[src/rtl/nibble_serial_add_sub_pkg.sv]
// Shared types for the nibble-serial add/subtract engine: slice width,
// controller states and the result flag bundle.
package addsub_pkg;

   localparam int NIBBLE_W = 4;

   typedef enum logic [1:0] {
      IDLE,
      RUN,
      DONE
   } state_t;

   typedef struct packed {
      logic c;
      logic v;
      logic z;
      logic n;
   } flag_t;

endpackage

[src/rtl/nibble_serial_add_sub_if.sv]
// Request/response bundle of the nibble-serial add/subtract engine; the
// requester uses the master view, the engine the slave view.
interface nibble_serial_add_sub_if #(
   parameter int NIBBLES = 4
);
   localparam int W = addsub_pkg::NIBBLE_W * NIBBLES;

   logic         in_valid;
   logic         in_ready;
   logic         op_sub;
   logic [W-1:0] a;
   logic [W-1:0] b;
   logic         out_valid;
   logic         out_ready;
   logic [W-1:0] result;
   logic         carry_out;
   logic         overflow;
   logic         zero;
   logic         negative;

   modport master (
      output in_valid, op_sub, a, b, out_ready,
      input  in_ready, out_valid, result, carry_out, overflow, zero, negative
   );

   modport slave (
      input  in_valid, op_sub, a, b, out_ready,
      output in_ready, out_valid, result, carry_out, overflow, zero, negative
   );

endinterface

[src/rtl/nibble_serial_add_sub_cell.sv]
// Combinational 4-bit ripple slice; exposes the carry into the MSB so the
// last slice can derive signed overflow.
module nibble_add_cell
   import addsub_pkg::*;
(
   input  logic [NIBBLE_W-1:0] a4,
   input  logic [NIBBLE_W-1:0] b4,
   input  logic                invert,
   input  logic                cin,
   output logic [NIBBLE_W-1:0] s4,
   output logic                c3,
   output logic                c4
);

   logic [NIBBLE_W-1:0] bx;
   logic [NIBBLE_W-1:0] lo;
   logic [1:0]          hi;

   assign bx = b4 ^ {NIBBLE_W{invert}};

   // Low bits and MSB are summed separately so the MSB carry-in is visible.
   assign lo = {1'b0, a4[NIBBLE_W-2:0]} + {1'b0, bx[NIBBLE_W-2:0]}
             + {{(NIBBLE_W-1){1'b0}}, cin};
   assign hi = {1'b0, a4[NIBBLE_W-1]} + {1'b0, bx[NIBBLE_W-1]}
             + {1'b0, lo[NIBBLE_W-1]};

   assign s4 = {hi[0], lo[NIBBLE_W-2:0]};
   assign c3 = lo[NIBBLE_W-1];
   assign c4 = hi[1];

endmodule

[src/rtl/nibble_serial_add_sub.sv]
// Nibble-serial two's-complement add/subtract, one slice per clock.
// Define ADDSUB_SAT_EN to clamp overflowing results to the signed limits.
module nibble_serial_add_sub
   import addsub_pkg::*;
#(
   parameter int NIBBLES = 4
) (
   input  logic                     clk,
   input  logic                     rst,
   nibble_serial_add_sub_if.slave   bus
);

   localparam int W     = NIBBLE_W * NIBBLES;
   localparam int IDX_W = (NIBBLES > 1) ? $clog2(NIBBLES) : 1;
   localparam logic [IDX_W-1:0] LAST_IDX = IDX_W'(NIBBLES - 1);

   state_t            state_q, state_d;
   logic [W-1:0]      a_q, a_d;
   logic [W-1:0]      b_q, b_d;
   logic              op_q, op_d;
   logic [IDX_W-1:0]  idx_q, idx_d;
   logic              carry_q, carry_d;
   logic              zacc_q, zacc_d;
   logic [W-1:0]      result_q, result_d;
   flag_t             flags_q, flags_d;

   logic [NIBBLE_W-1:0] a_nib, b_nib, s_nib;
   logic                c3, c4, ovf, zacc_nxt;

`ifdef ADDSUB_SAT_EN
   function automatic logic signed [W-1:0] sat_clamp(input logic sign_a);
      logic signed [W-1:0] lim;
      lim = sign_a ? {1'b1, {(W-1){1'b0}}} : {1'b0, {(W-1){1'b1}}};
      return lim;
   endfunction
`endif

   always_comb begin
      a_nib = '0;
      b_nib = '0;
      for (int k = 0; k < NIBBLES; k++) begin
         if (idx_q == IDX_W'(k)) begin
            a_nib = a_q[k*NIBBLE_W +: NIBBLE_W];
            b_nib = b_q[k*NIBBLE_W +: NIBBLE_W];
         end
      end
   end

   nibble_add_cell u_cell (
      .a4     (a_nib),
      .b4     (b_nib),
      .invert (op_q),
      .cin    (carry_q),
      .s4     (s_nib),
      .c3     (c3),
      .c4     (c4)
   );

   assign ovf      = c3 ^ c4;
   assign zacc_nxt = zacc_q & (s_nib == '0);

   always_comb begin
      state_d  = state_q;
      a_d      = a_q;
      b_d      = b_q;
      op_d     = op_q;
      idx_d    = idx_q;
      carry_d  = carry_q;
      zacc_d   = zacc_q;
      result_d = result_q;
      flags_d  = flags_q;
      case (state_q)
         IDLE: begin
            if (bus.in_valid) begin
               a_d     = bus.a;
               b_d     = bus.b;
               op_d    = bus.op_sub;
               carry_d = bus.op_sub;
               idx_d   = '0;
               zacc_d  = 1'b1;
               state_d = RUN;
            end
         end
         RUN: begin
            for (int k = 0; k < NIBBLES; k++) begin
               if (idx_q == IDX_W'(k)) result_d[k*NIBBLE_W +: NIBBLE_W] = s_nib;
            end
            carry_d = c4;
            zacc_d  = zacc_nxt;
            idx_d   = idx_q + IDX_W'(1);
            if (idx_q == LAST_IDX) begin
               idx_d     = '0;
               flags_d.c = c4;
               flags_d.v = ovf;
               flags_d.z = zacc_nxt;
`ifdef ADDSUB_SAT_EN
               // A clamped value is never zero.
               if (ovf) begin
                  result_d  = sat_clamp(a_q[W-1]);
                  flags_d.z = 1'b0;
               end
`endif
               flags_d.n = result_d[W-1];
               state_d   = DONE;
            end
         end
         DONE: begin
            if (bus.out_ready) state_d = IDLE;
         end
         default: state_d = IDLE;
      endcase
   end

   always_ff @(posedge clk) begin
      if (rst) begin
         state_q  <= IDLE;
         idx_q    <= '0;
         carry_q  <= 1'b0;
         zacc_q   <= 1'b0;
         result_q <= '0;
         flags_q  <= '0;
      end else begin
         state_q  <= state_d;
         idx_q    <= idx_d;
         carry_q  <= carry_d;
         zacc_q   <= zacc_d;
         result_q <= result_d;
         flags_q  <= flags_d;
      end
   end

   // Operand latches only matter once RUN is entered, so they carry no reset.
   always_ff @(posedge clk) begin
      a_q  <= a_d;
      b_q  <= b_d;
      op_q <= op_d;
   end

   assign bus.in_ready  = (state_q == IDLE);
   assign bus.out_valid = (state_q == DONE);
   assign bus.result    = result_q;
   assign bus.carry_out = flags_q.c;
   assign bus.overflow  = flags_q.v;
   assign bus.zero      = flags_q.z;
   assign bus.negative  = flags_q.n;

endmodule
[src/flat_wrapper.sv]
// flat-port wrapper written by rule: the top's interface ports become plain ports
module nibble_serial_add_sub_flat import addsub_pkg::*;
#(
   parameter int NIBBLES = 4
)
  (clk, rst, bus_in_valid, bus_op_sub, bus_a, bus_b, bus_out_ready, bus_in_ready, bus_out_valid, bus_result, bus_carry_out, bus_overflow, bus_zero, bus_negative);
  nibble_serial_add_sub_if #(.NIBBLES(NIBBLES)) bus_i ();
  input  logic clk;
  input  logic rst;
  input wire logic [$bits(bus_i.in_valid)-1:0] bus_in_valid;
  input wire logic [$bits(bus_i.op_sub)-1:0] bus_op_sub;
  input wire logic [$bits(bus_i.a)-1:0] bus_a;
  input wire logic [$bits(bus_i.b)-1:0] bus_b;
  input wire logic [$bits(bus_i.out_ready)-1:0] bus_out_ready;
  output wire logic [$bits(bus_i.in_ready)-1:0] bus_in_ready;
  output wire logic [$bits(bus_i.out_valid)-1:0] bus_out_valid;
  output wire logic [$bits(bus_i.result)-1:0] bus_result;
  output wire logic [$bits(bus_i.carry_out)-1:0] bus_carry_out;
  output wire logic [$bits(bus_i.overflow)-1:0] bus_overflow;
  output wire logic [$bits(bus_i.zero)-1:0] bus_zero;
  output wire logic [$bits(bus_i.negative)-1:0] bus_negative;
  assign bus_i.in_valid = bus_in_valid;
  assign bus_i.op_sub = bus_op_sub;
  assign bus_i.a = bus_a;
  assign bus_i.b = bus_b;
  assign bus_i.out_ready = bus_out_ready;
  assign bus_in_ready = bus_i.in_ready;
  assign bus_out_valid = bus_i.out_valid;
  assign bus_result = bus_i.result;
  assign bus_carry_out = bus_i.carry_out;
  assign bus_overflow = bus_i.overflow;
  assign bus_zero = bus_i.zero;
  assign bus_negative = bus_i.negative;
  nibble_serial_add_sub #(.NIBBLES(NIBBLES)) u_core (.clk(clk), .rst(rst), .bus(bus_i));
endmodule
[config.mk]
export PLATFORM = sky130hd
export DESIGN_NAME = nibble_serial_add_sub_flat
export DESIGN_NICKNAME = d
export VERILOG_FILES = /design/src/rtl/nibble_serial_add_sub_pkg.sv /design/src/rtl/nibble_serial_add_sub_if.sv /design/src/rtl/nibble_serial_add_sub_cell.sv /design/src/rtl/nibble_serial_add_sub.sv /design/src/flat_wrapper.sv
export SDC_FILE = /design/constraint.sdc
export NUM_CORES = 1
export LEC_CHECK = 0
export ABC_AREA = 1
export CAP_MARGIN = 20
export CORE_UTILIZATION = 46
export DETAILED_ROUTE_END_ITERATION = 8
export PLACE_DENSITY_LB_ADDON = 0.2
export SYNTH_ARGS = -nofsm -noshare
export SYNTH_HDL_FRONTEND = slang
export SYNTH_SLANG_ARGS = --single-unit
export TNS_END_PERCENT = 50
[constraint.sdc]
create_clock -name clk -period 5.2 [get_ports clk]
set_input_delay 1.04 -clock clk [delete_from_list [all_inputs] [get_ports clk]]
set_output_delay 1.04 -clock clk [all_outputs]
set_load 0.005 [all_outputs]
=== After elaboration in Yosys (flattened, before gate mapping) ===
Index checks and enable logic that the tools add are counted.

* Output and inout bits: 22
* Input bits: 37
* Logic and storage cells: 63
* Bits in registers: 59

* Bitwise gates (word level): 3
* Eq/ne operators: 8
* Add/sub/neg operators: 5
* Reductions and logical operators: 11
* Muxes and demuxes: 20

{| class="wikitable"
|+ Operators by type and width
! kind !! count
|-
| $mux W4 || 9
|-
| $reduce_and A2 Y1 || 6
|-
| $mux W2 || 5
|-
| $eq A2 B2 Y1 const B || 3
|-
| $pmux W2 S3 || 1
|-
| $add A3 B3 Y4 || 1
|-
| $add A4 B1 Y4 || 1
|-
| $eq A2 B1 Y1 const B || 2
|-
| $logic_not A2 Y1 || 2
|-
| $logic_not A4 Y1 || 1
|-
| $ne A2 B2 Y1 const B || 2
|-
| $pmux W1 S2 || 2
|-
| $pmux W2 S2 || 1
|-
| $xor A4 B4 Y4 || 1
|-
| $reduce_and A3 Y1 || 1
|-
| $add A1 B1 Y2 || 1
|-
| $add A2 B1 Y2 || 1
|-
| $add A2 B1 Y2 const B || 1
|-
| $mux W1 || 2
|-
| $ne A2 B1 Y1 const B || 1
|-
| $reduce_bool A2 Y1 || 1
|-
| $and A1 B1 Y1 || 1
|-
| $xor A1 B1 Y1 || 1
|}

=== Longest topological paths before layout ===
Gate-level depths: netlist (run 1).

* Depth after elaboration: 12
* Depth in mapped cells: 21

=== By module ===
From an unflattened synthesis (run 1), not the netlist that was laid out.

* Cells, all modules: 253
* Area total of the unflattened synthesis: 2509.9 um^2

{| class="wikitable"
|+ Modules (own cells, without submodules)
! module !! sequential area each (um^2) !! area each (um^2) !! cells each !! instances
|-
| nibble_serial_add_sub || 1511.4 || 2363.5 || 239 || 1
|-
| nibble_add_cell || 0.0 || 146.4 || 14 || 1
|}

=== Worst setup path after synthesis (run 1) ===
OpenSTA, ideal clock, no wires.

* Path kind: input to register
* Start: in bus_in_valid
* End: reg u_core.a_q[0] (enable)
* Setup slack: 2.241 ns
* Library setup time: 0.426 ns
* Cell stages on the path: 2
* Buffers on the path: 0
* Required time: 4.774 ns
* Arrival: 2.533 ns
* Path through: inv_1 -> nor2_1

* Longest elaborated chain between the ends: 1

{| class="wikitable"
|+ RTL lines
! element !! RTL line !! RTL
|-
| from (decl) || flat_wrapper.sv:10 || <nowiki>input wire logic [$bits(bus_i.in_valid)-1:0] bus_in_valid;</nowiki>
|-
| $reduce_and A2 Y1 (no line) || n/a ||
|-
| to (signal assigned) || nibble_serial_add_sub.sv:134 || <nowiki>a_q <= a_d;</nowiki>
|-
| to (decl) || nibble_serial_add_sub.sv:18 || <nowiki>logic [W-1:0] a_q, a_d;</nowiki>
|}

No other way between the ends.
A chain may end at the register's enable or synchronous reset.

=== Worst setup path in the final report (run 1) ===
* Start: reg u_core.idx_q[0]
* End: reg u_core.zacc_q

* Longest elaborated chain between the ends: 12

{| class="wikitable"
|+ RTL lines
! element !! RTL line !! RTL
|-
| from (decl) || nibble_serial_add_sub.sv:21 || <nowiki>logic [IDX_W-1:0] idx_q, idx_d;</nowiki>
|-
| from (signal assigned) || nibble_serial_add_sub.sv:124 || <nowiki>idx_q <= idx_d;</nowiki>
|-
| $logic_not A2 Y1 || nibble_serial_add_sub.sv:42 || <nowiki>if (idx_q == IDX_W'(k)) begin</nowiki>
|-
| $mux W4 (4 in series) || nibble_serial_add_sub.sv:42 ||
|-
| $xor A4 B4 Y4 || nibble_serial_add_sub_cell.sv:19 || <nowiki>assign bx = b4 ^ {NIBBLE_W{invert}};</nowiki>
|-
| $add A3 B3 Y4 || nibble_serial_add_sub_cell.sv:22 || <nowiki>assign lo = {1'b0, a4[NIBBLE_W-2:0]} + {1'b0, bx[NIBBLE_W-2:0]}</nowiki>
|-
| $add A4 B1 Y4 || nibble_serial_add_sub_cell.sv:23 || <nowiki>+ {{(NIBBLE_W-1){1'b0}}, cin};</nowiki>
|-
| $add A2 B1 Y2 || nibble_serial_add_sub_cell.sv:25 || <nowiki>+ {1'b0, lo[NIBBLE_W-1]};</nowiki>
|-
| $logic_not A4 Y1 * || nibble_serial_add_sub.sv:60 || <nowiki>assign zacc_nxt = zacc_q & (s_nib == '0);</nowiki>
|-
| $and A1 B1 Y1 * || nibble_serial_add_sub.sv:60 ||
|-
| $pmux W1 S2 * || nibble_serial_add_sub.sv:72 || <nowiki>case (state_q)</nowiki>
|-
| to (signal assigned) || nibble_serial_add_sub.sv:126 || <nowiki>zacc_q <= zacc_d;</nowiki>
|-
| to (decl) || nibble_serial_add_sub.sv:23 || <nowiki>logic zacc_q, zacc_d;</nowiki>
|}

Mark *: on every way between the ends. The rest lies on a longest branch, timed or not.

==> results of run 1 <==
-- worst paths after layout --
path              slack, ns                               start                            endpoint  cells past startpoint
setup / recovery       1.84        u_core.idx_q[0]$_SDFFE_PP0P_          u_core.zacc_q$_SDFFE_PP0P_                     13
hold / removal         0.44  u_core.bus.result[15]$_SDFFE_PP0P_  u_core.bus.result[15]$_SDFFE_PP0P_                      2
hold reg to reg        0.44  u_core.bus.result[15]$_SDFFE_PP0P_  u_core.bus.result[15]$_SDFFE_PP0P_                      2
setup reg to reg       1.84        u_core.idx_q[0]$_SDFFE_PP0P_          u_core.zacc_q$_SDFFE_PP0P_                     13
-- tightest hold or removal path, stage by stage (launching register included) --
cell and delay, ns:
dfxtp_1 0.31, inv_1 0.05, a21oi_1 0.05
-- placed cells by master (no fill, tap or decap), types with 2 or more instances in the layout --
master           Yosys  final
a21oi_1             30     30
or2_2                3      3
nor2_4               3      3
o21ai_0             25     25
dfxtp_1             26     26
inv_2                2      2
fa_1                 3      3
edfxtp_1            33     33
ha_1                 6      6
clkdlybuf4s50_1      0     58
clkinv_2             0      3
nor2_1              13     12
nand2_1             56     56
clkbuf_8             0     10
nand3_1             12     12
inv_1               28     28
clkbuf_1             1      3
-- state kept, by name (all words and copies together) (netlist names) --
register,count
u_core.a_q,16
u_core.b_q,16
u_core.bus.result,16
u_core.idx_q,2
u_core.state_q,2
u_core.bus.carry_out,1
u_core.bus.negative,1
u_core.bus.overflow,1
u_core.bus.zero,1
u_core.carry_q,1
u_core.op_q,1
u_core.zacc_q,1
-- cells by family (layout without fill, tap and decap cells) --
kind of cell	Yosys count	count (layout)
AO/OA/AOI/OAI	59	59
XOR/XNOR	1	1
adder cells (fa/ha/maj)	9	9
buffers and inverters	35	105
AND/OR/NAND/NOR	92	92
flip-flops	59	59
-- power groups by stage --
| stage | logic (mW) | clock network (mW) | registers (mW) |
|---|---|---|---|
| after CTS | 0.212 | 0.355 | 0.535 |
| final | 0.212 | 0.346 | 0.535 |
| after global placement | 0.206 | 0 | 0.544 |
| after floorplan | 0.129 | 0 | 0.542 |
| after detailed placement | 0.210 | 0 | 0.545 |
| after global routing | 0.235 | 0.377 | 0.537 |
-- cell type report --
class | count | area [sq um] | share of cell area [%]
clock buffers | 13 | 149 | 4.47
clock inverters | 3 | 15.0 | 0.451
inverters | 30 | 113 | 3.38
multi-input cells | 161 | 868 | 26.1
flip-flops and latches | 59 | 1510 | 45.4
well taps | 70 | 87.6 | 2.63
repair buffers | 59 | 588 | 17.6
-- routing by layer --
layer	GRT usage, %	up-vias	routed length (um)
met4	9.81	0	63
met3	4.07	7	198
met2	31.4	45	2480
met1	23.1	881	2290
li1	-	979	-
met5	0	-	0
-- through the flow --
stage               hold WS, ns  setup WS, ns  cell area, sq um  std cells
floorplan                 0.442          2.24              2520        255
global placement          0.436          2.03              3170        379
detailed placement        0.440          1.88              3170        379
CTS                       0.450          1.86              3330        395
global route              0.487          1.61              3330        395
finish                    0.443          1.84              3330        395
==> results.md, run 1 <==
- Outcome: complete, no violations
- Logic pwr share: 19.4%
- Register share of total power: 48.9%
- Seq cells post-synth: 59
- Share of flip-flops with an asynchronous set or reset: 0%
- Root buffer cell: clkbuf_8
- H-tree Lvls: 3
- Minimum clock period: 3.36 ns
- Crit path max fanout: 10
- Tcrit/Tclk final: 64.6%
- Final setup violation count: 0
- Buffers on Ports: 58
- Critical path required time: 5.46 ns
- Largest family of logic cells by synthesized area: simple AND/OR/NAND/NOR gates
- Initial Util: 48.5%
- Worst slew pin tran: 0.559 ns
- Unrepaired setup endpoints after global routing: false
- Power Density: 328 nW/um^2
- Sink Count: 59
- TritonCTS clock tree: built
- CP Data Arrival Time: 3.61 ns
- Post-CTS Resized: 0
- Startpoint types: register
- Die footprint: 5780 sq um
- Final Hold Fails: 0
- YS warnings: 0
- Clock-pin transition on the worst setup and hold timing paths: 0.06 ns
- Design Power: 1.09 mW
- Clock buffer count from CTS: 9
- Delay-heaviest family, CP: adder cells
- Max-slew violations: 0
- Worst setup EP type: register
- Drt wl/cell: 12.7 um
- First-pass DRT Iterations: 4
- Synthesized Nets: 301
- Synth area leader: edfxtp_1
- CP most frequent cell: nand2_1
- Total Wirelength: 5.03 mm
- Layout cells sized above 1: 7.69%
- Synth top area cells: edfxtp_1 39%, dfxtp_1 21%, nand2_1 8.3%, a21oi_1 6.0%, o21ai_0 5.0%
- Int Pwr: 0.796 mW
- Simple-Gate Fraction of Synth Area: 16.6%
- Total grt overflow: 0
- VDD IR max: 0.177 mV
- Synth Area in Compound Gates: 12.0%
- Vias after detailed routing: 1912
- Post-detail-place hpwl: 3.72 mm
- Max Root-Sink Buffers: 2
- Post-synthesis sequential area ratio: 59.9%
- Top cell type's share of synthesized area: 39.3%
- Layout area overhead: 32.1%
- First-pass GRT wire length: 8.32 mm
- RePlAce Congestion: 0.841
- Largest net degree at the start of global routing: 36
- Max-slew headroom: 62.7%
- Antenna diode instance count: 0
- GRT Total Usage: 18.9%
- Main synth FF type: edfxtp_1
- CTS Hold Bufs: 0
- Worst Clk Skew: 0.00678 ns
- Die Width: 76.1 um
- Setup TNS: 0 ns
- Max Cap Viol: 0
- Synth unique cells: 27
- Clock Power Share: 31.7%
- Vias in the first global route: 1832
- Mux contribution to synthesized area: 0%
- Initial antenna violation count: 0
- Switch Pwr: 0.296 mW
- Lkg Pwr: 1.36 nW
- Hold crit path type: register to register
- CP Buf/Inv Count: 1
- CP max-delay cell: fa_1
- # nets final: 366
- Post-CTS setup buffers: 0
- Synthesized area per cell: 9.89 sq um
- CP cell instances: ha_1 -> inv_1 -> or2_2 -> nand3_1 -> nand2_1 -> fa_1 -> nor2_1 -> nor2_1 -> fa_1 -> nand2_1 -> nor3_1 -> nand2_1 -> a21oi_1
- Drt initial violations: 136
- Worst Setup Path Type: register to register
- Core area: 5200 sq um
- Post-Synthesis Cells: 255
- Post-DRT Antenna Nets: 0
- Synth Cell Area: 2520 sq um
- Fmax: 298 MHz
- Die height: 76.1 um
- XOR/XNOR share of the synthesized area: 0.347%
- Count leader, synth: nand2_1
- Max incr delay on CP: 0.63 ns
- DRC errors left: 0
- Synth top cells by count: 56 x nand2_1, 33 x edfxtp_1, 30 x a21oi_1
- Switching portion of total power: 27.1%
- Count of flip-flops with a built-in enable after synthesis: 33
- Row count: 26
- Post-layout util: 64.0%
- Routed vias/inst: 4.84
- Worst skew pair latency: 0.32 ns
- Filler Cell Count: 479
- Post-Synth Adder-Cell Area: 5.36%
- # IOs: 59
No activity file was read; power rests on OpenSTA's default activity.
==> run 2, diff against run 1 <==
Clock period 5.2 ns to 3.11 ns, I/O delays scaled along.
==> run 2 against run 1 <==
  * Clock-buffer cell count up 1
  * Power up 81%
  * Via count down 0.68%
  * Worst setup slack worse by 1.6 ns
  * Global-route usage up 0.63 points
  * Fmax up 16%
  * Utilization up 2.4 points
  * Clock skew down 0.0036 ns
  * Cell count up 1.8%
  * Combinational power up 86%
  * Hold slack better by 0.0035 ns
  * Largest power group unchanged
==> results.md, run 2 (same netlist as run 1, synthesis figures left out) <==
- Outcome: complete, no violations
- CP Data Arrival Time: 3.16 ns
- TritonCTS clock tree: built
- Hold Path Depth: 2
- Buffers on Ports: 58
- Crit path max fanout: 6
- Design Power: 1.98 mW
- First-pass GRT wire length: 8.58 mm
- Max Root-Sink Buffers: 2
- Startpoint types: register
- Row count: 26
- Largest net degree at the start of global routing: 36
- Vias in the first global route: 1876
- Layout cells sized above 1: 11.7%
- Worst hold endpoint: u_core.bus.result[15]$_SDFFE_PP0P_
- R2r worst-path depth: 16
- Worst skew pair latency: 0.33 ns
- Sink Count: 59
- Fmax: 344 MHz
- Worst Setup Path Type: register to register
- Drt wl/cell: 12.4 um
- Minimum clock period: 2.91 ns
- Final setup violation count: 0
- # nets final: 373
- Routed vias/inst: 4.72
- Commonest non-fill, non-tap cells in the layout: 58 x clkdlybuf4s50_1, 56 x nand2_1, 33 x edfxtp_1
- Post-DRT Antenna Nets: 0
- Die footprint: 5780 sq um
- Total Wirelength: 4.98 mm
- Clock buffer count from CTS: 9
- Power Density: 573 nW/um^2
- Max-slew violations: 0
- HP Start: u_core.bus.result[15]$_SDFFE_PP0P_
- First-pass DRT Iterations: 4
- Post-CTS setup buffers: 0
- Core area: 5200 sq um
- Drt initial violations: 127
- Unrepaired setup endpoints after global routing: false
- Layout area overhead: 37.0%
- Critical path required time: 3.37 ns
- Post-layout util: 66.4%
- Vias after detailed routing: 1899
- H-tree Lvls: 3
- Die Width: 76.1 um
- Total grt overflow: 0
- Max Cap Viol: 0
- Max-slew headroom: 64.6%
- Flop-to-flop setup slack: 0.20 ns
- Lkg Pwr: 1.41 nW
- Commonest non-fill, non-tap cell in the layout: clkdlybuf4s50_1
- Worst Clk Skew: 0.00322 ns
- Worst setup EP type: register
- Hold crit path type: register to register
- Worst slew pin tran: 0.531 ns
- Setup TNS: 0 ns
- Tcrit/Tclk final: 93.4%
- Post-detail-place hpwl: 3.63 mm
- Final Hold Fails: 0
- Initial Util: 48.5%
- Root buffer cell: clkbuf_8
- RePlAce Congestion: 0.889
- Die height: 76.1 um
- VDD IR max: 0.327 mV
- DRC errors left: 0
- Clock-pin transition on the worst setup and hold timing paths: 0.06 ns
- GRT Total Usage: 19.5%
- R2r endpoint: u_core.zacc_q$_SDFFE_PP0P_
- Initial antenna violation count: 0
- Worst reg2reg path startpoint: u_core.idx_q[1]$_SDFFE_PP0P_
- # IOs: 59
- Antenna diode instance count: 0
[run 2: cell count changes in the layout (fill, tap and decap cells not counted), moves of 2 or more]
cell	before	now
buf_4	1	8
clkinv_2	3	1
ha_2	0	2
ha_1	6	3
[run 2: worst max-delay path, stage by stage (launching register included)]
cell and delay [ns]:
dfxtp_1 0.38, inv_1 0.11, ha_4 0.20, buf_4 0.15, a21oi_1 0.12, nand2_1 0.07, a22oi_2 0.20, inv_1 0.07
ha_1 0.31, nand2_1 0.06, nor2_1 0.08, nor2_1 0.07, fa_1 0.58, nand2_1 0.06, nor3_1 0.13, nand2_1 0.09
a21oi_1 0.14
[run 2: per-stage QoR]
stage	instances	cell area [sq um]	worst slack, ns	hold WS (ns)
after floorplan	255	2520	0.246	0.442
after global placement	386	3220	0.119	0.432
after detailed placement	386	3220	0.00713	0.439
after CTS	402	3420	0.0437	0.448
after global routing	402	3450	0.0108	0.470
final	402	3450	0.204	0.447
[run 2: repair_timing]
item / in CTS / in global routing
setup endpoints to repair: 1 / 6
hold buffers: 0 / 0
resized for setup: 1 / 9
[run 2: per-layer routing]
layer | part of all wire (%) | vias up | GRT usage (%)
met5 | 0 | - | 0
met4 | 1.8 | 0 | 10.6
met3 | 4.3 | 9 | 4.43
met2 | 48 | 47 | 31.0
met1 | 46 | 847 | 24.8
li1 | - | 996 | -
[run 2: how the worst max path moves through the flow]
stage / to / cells after the start / from
2_1_floorplan: u_core.zacc_q$_SDFFE_PP0P_ / 17 / u_core.idx_q[1]$_SDFFE_PP0P_
3_3_place_gp: u_core.zacc_q$_SDFFE_PP0P_ / 16 / u_core.idx_q[0]$_SDFFE_PP0P_
3_5_place_dp: u_core.zacc_q$_SDFFE_PP0P_ / 16 / u_core.idx_q[0]$_SDFFE_PP0P_
4_1_cts: u_core.zacc_q$_SDFFE_PP0P_ / 17 / u_core.idx_q[0]$_SDFFE_PP0P_
5_1_grt: u_core.bus.zero$_SDFFE_PP0P_ / 17 / u_core.idx_q[1]$_SDFFE_PP0P_
6_report: u_core.zacc_q$_SDFFE_PP0P_ / 16 / u_core.idx_q[1]$_SDFFE_PP0P_
[run 2: layout make-up]
cell class | count | area, sq um
Tap cell | 70 | 87.6
Clock inverter | 2 | 35.0
Fill cell | 437 | 1750
Timing Repair Buffer | 66 | 641
Clock buffer | 14 | 163
Multi-Input combinational cell | 161 | 901
Sequential cell | 59 | 1510
Inverter | 30 | 115
[run 2: power breakdown]
group	total [mW]	switching [mW]	internal, mW
clock	0.691	0.278	0.414
sequential	0.896	0.0216	0.874
combinational	0.394	0.208	0.185
total	1.98	0.508	1.47
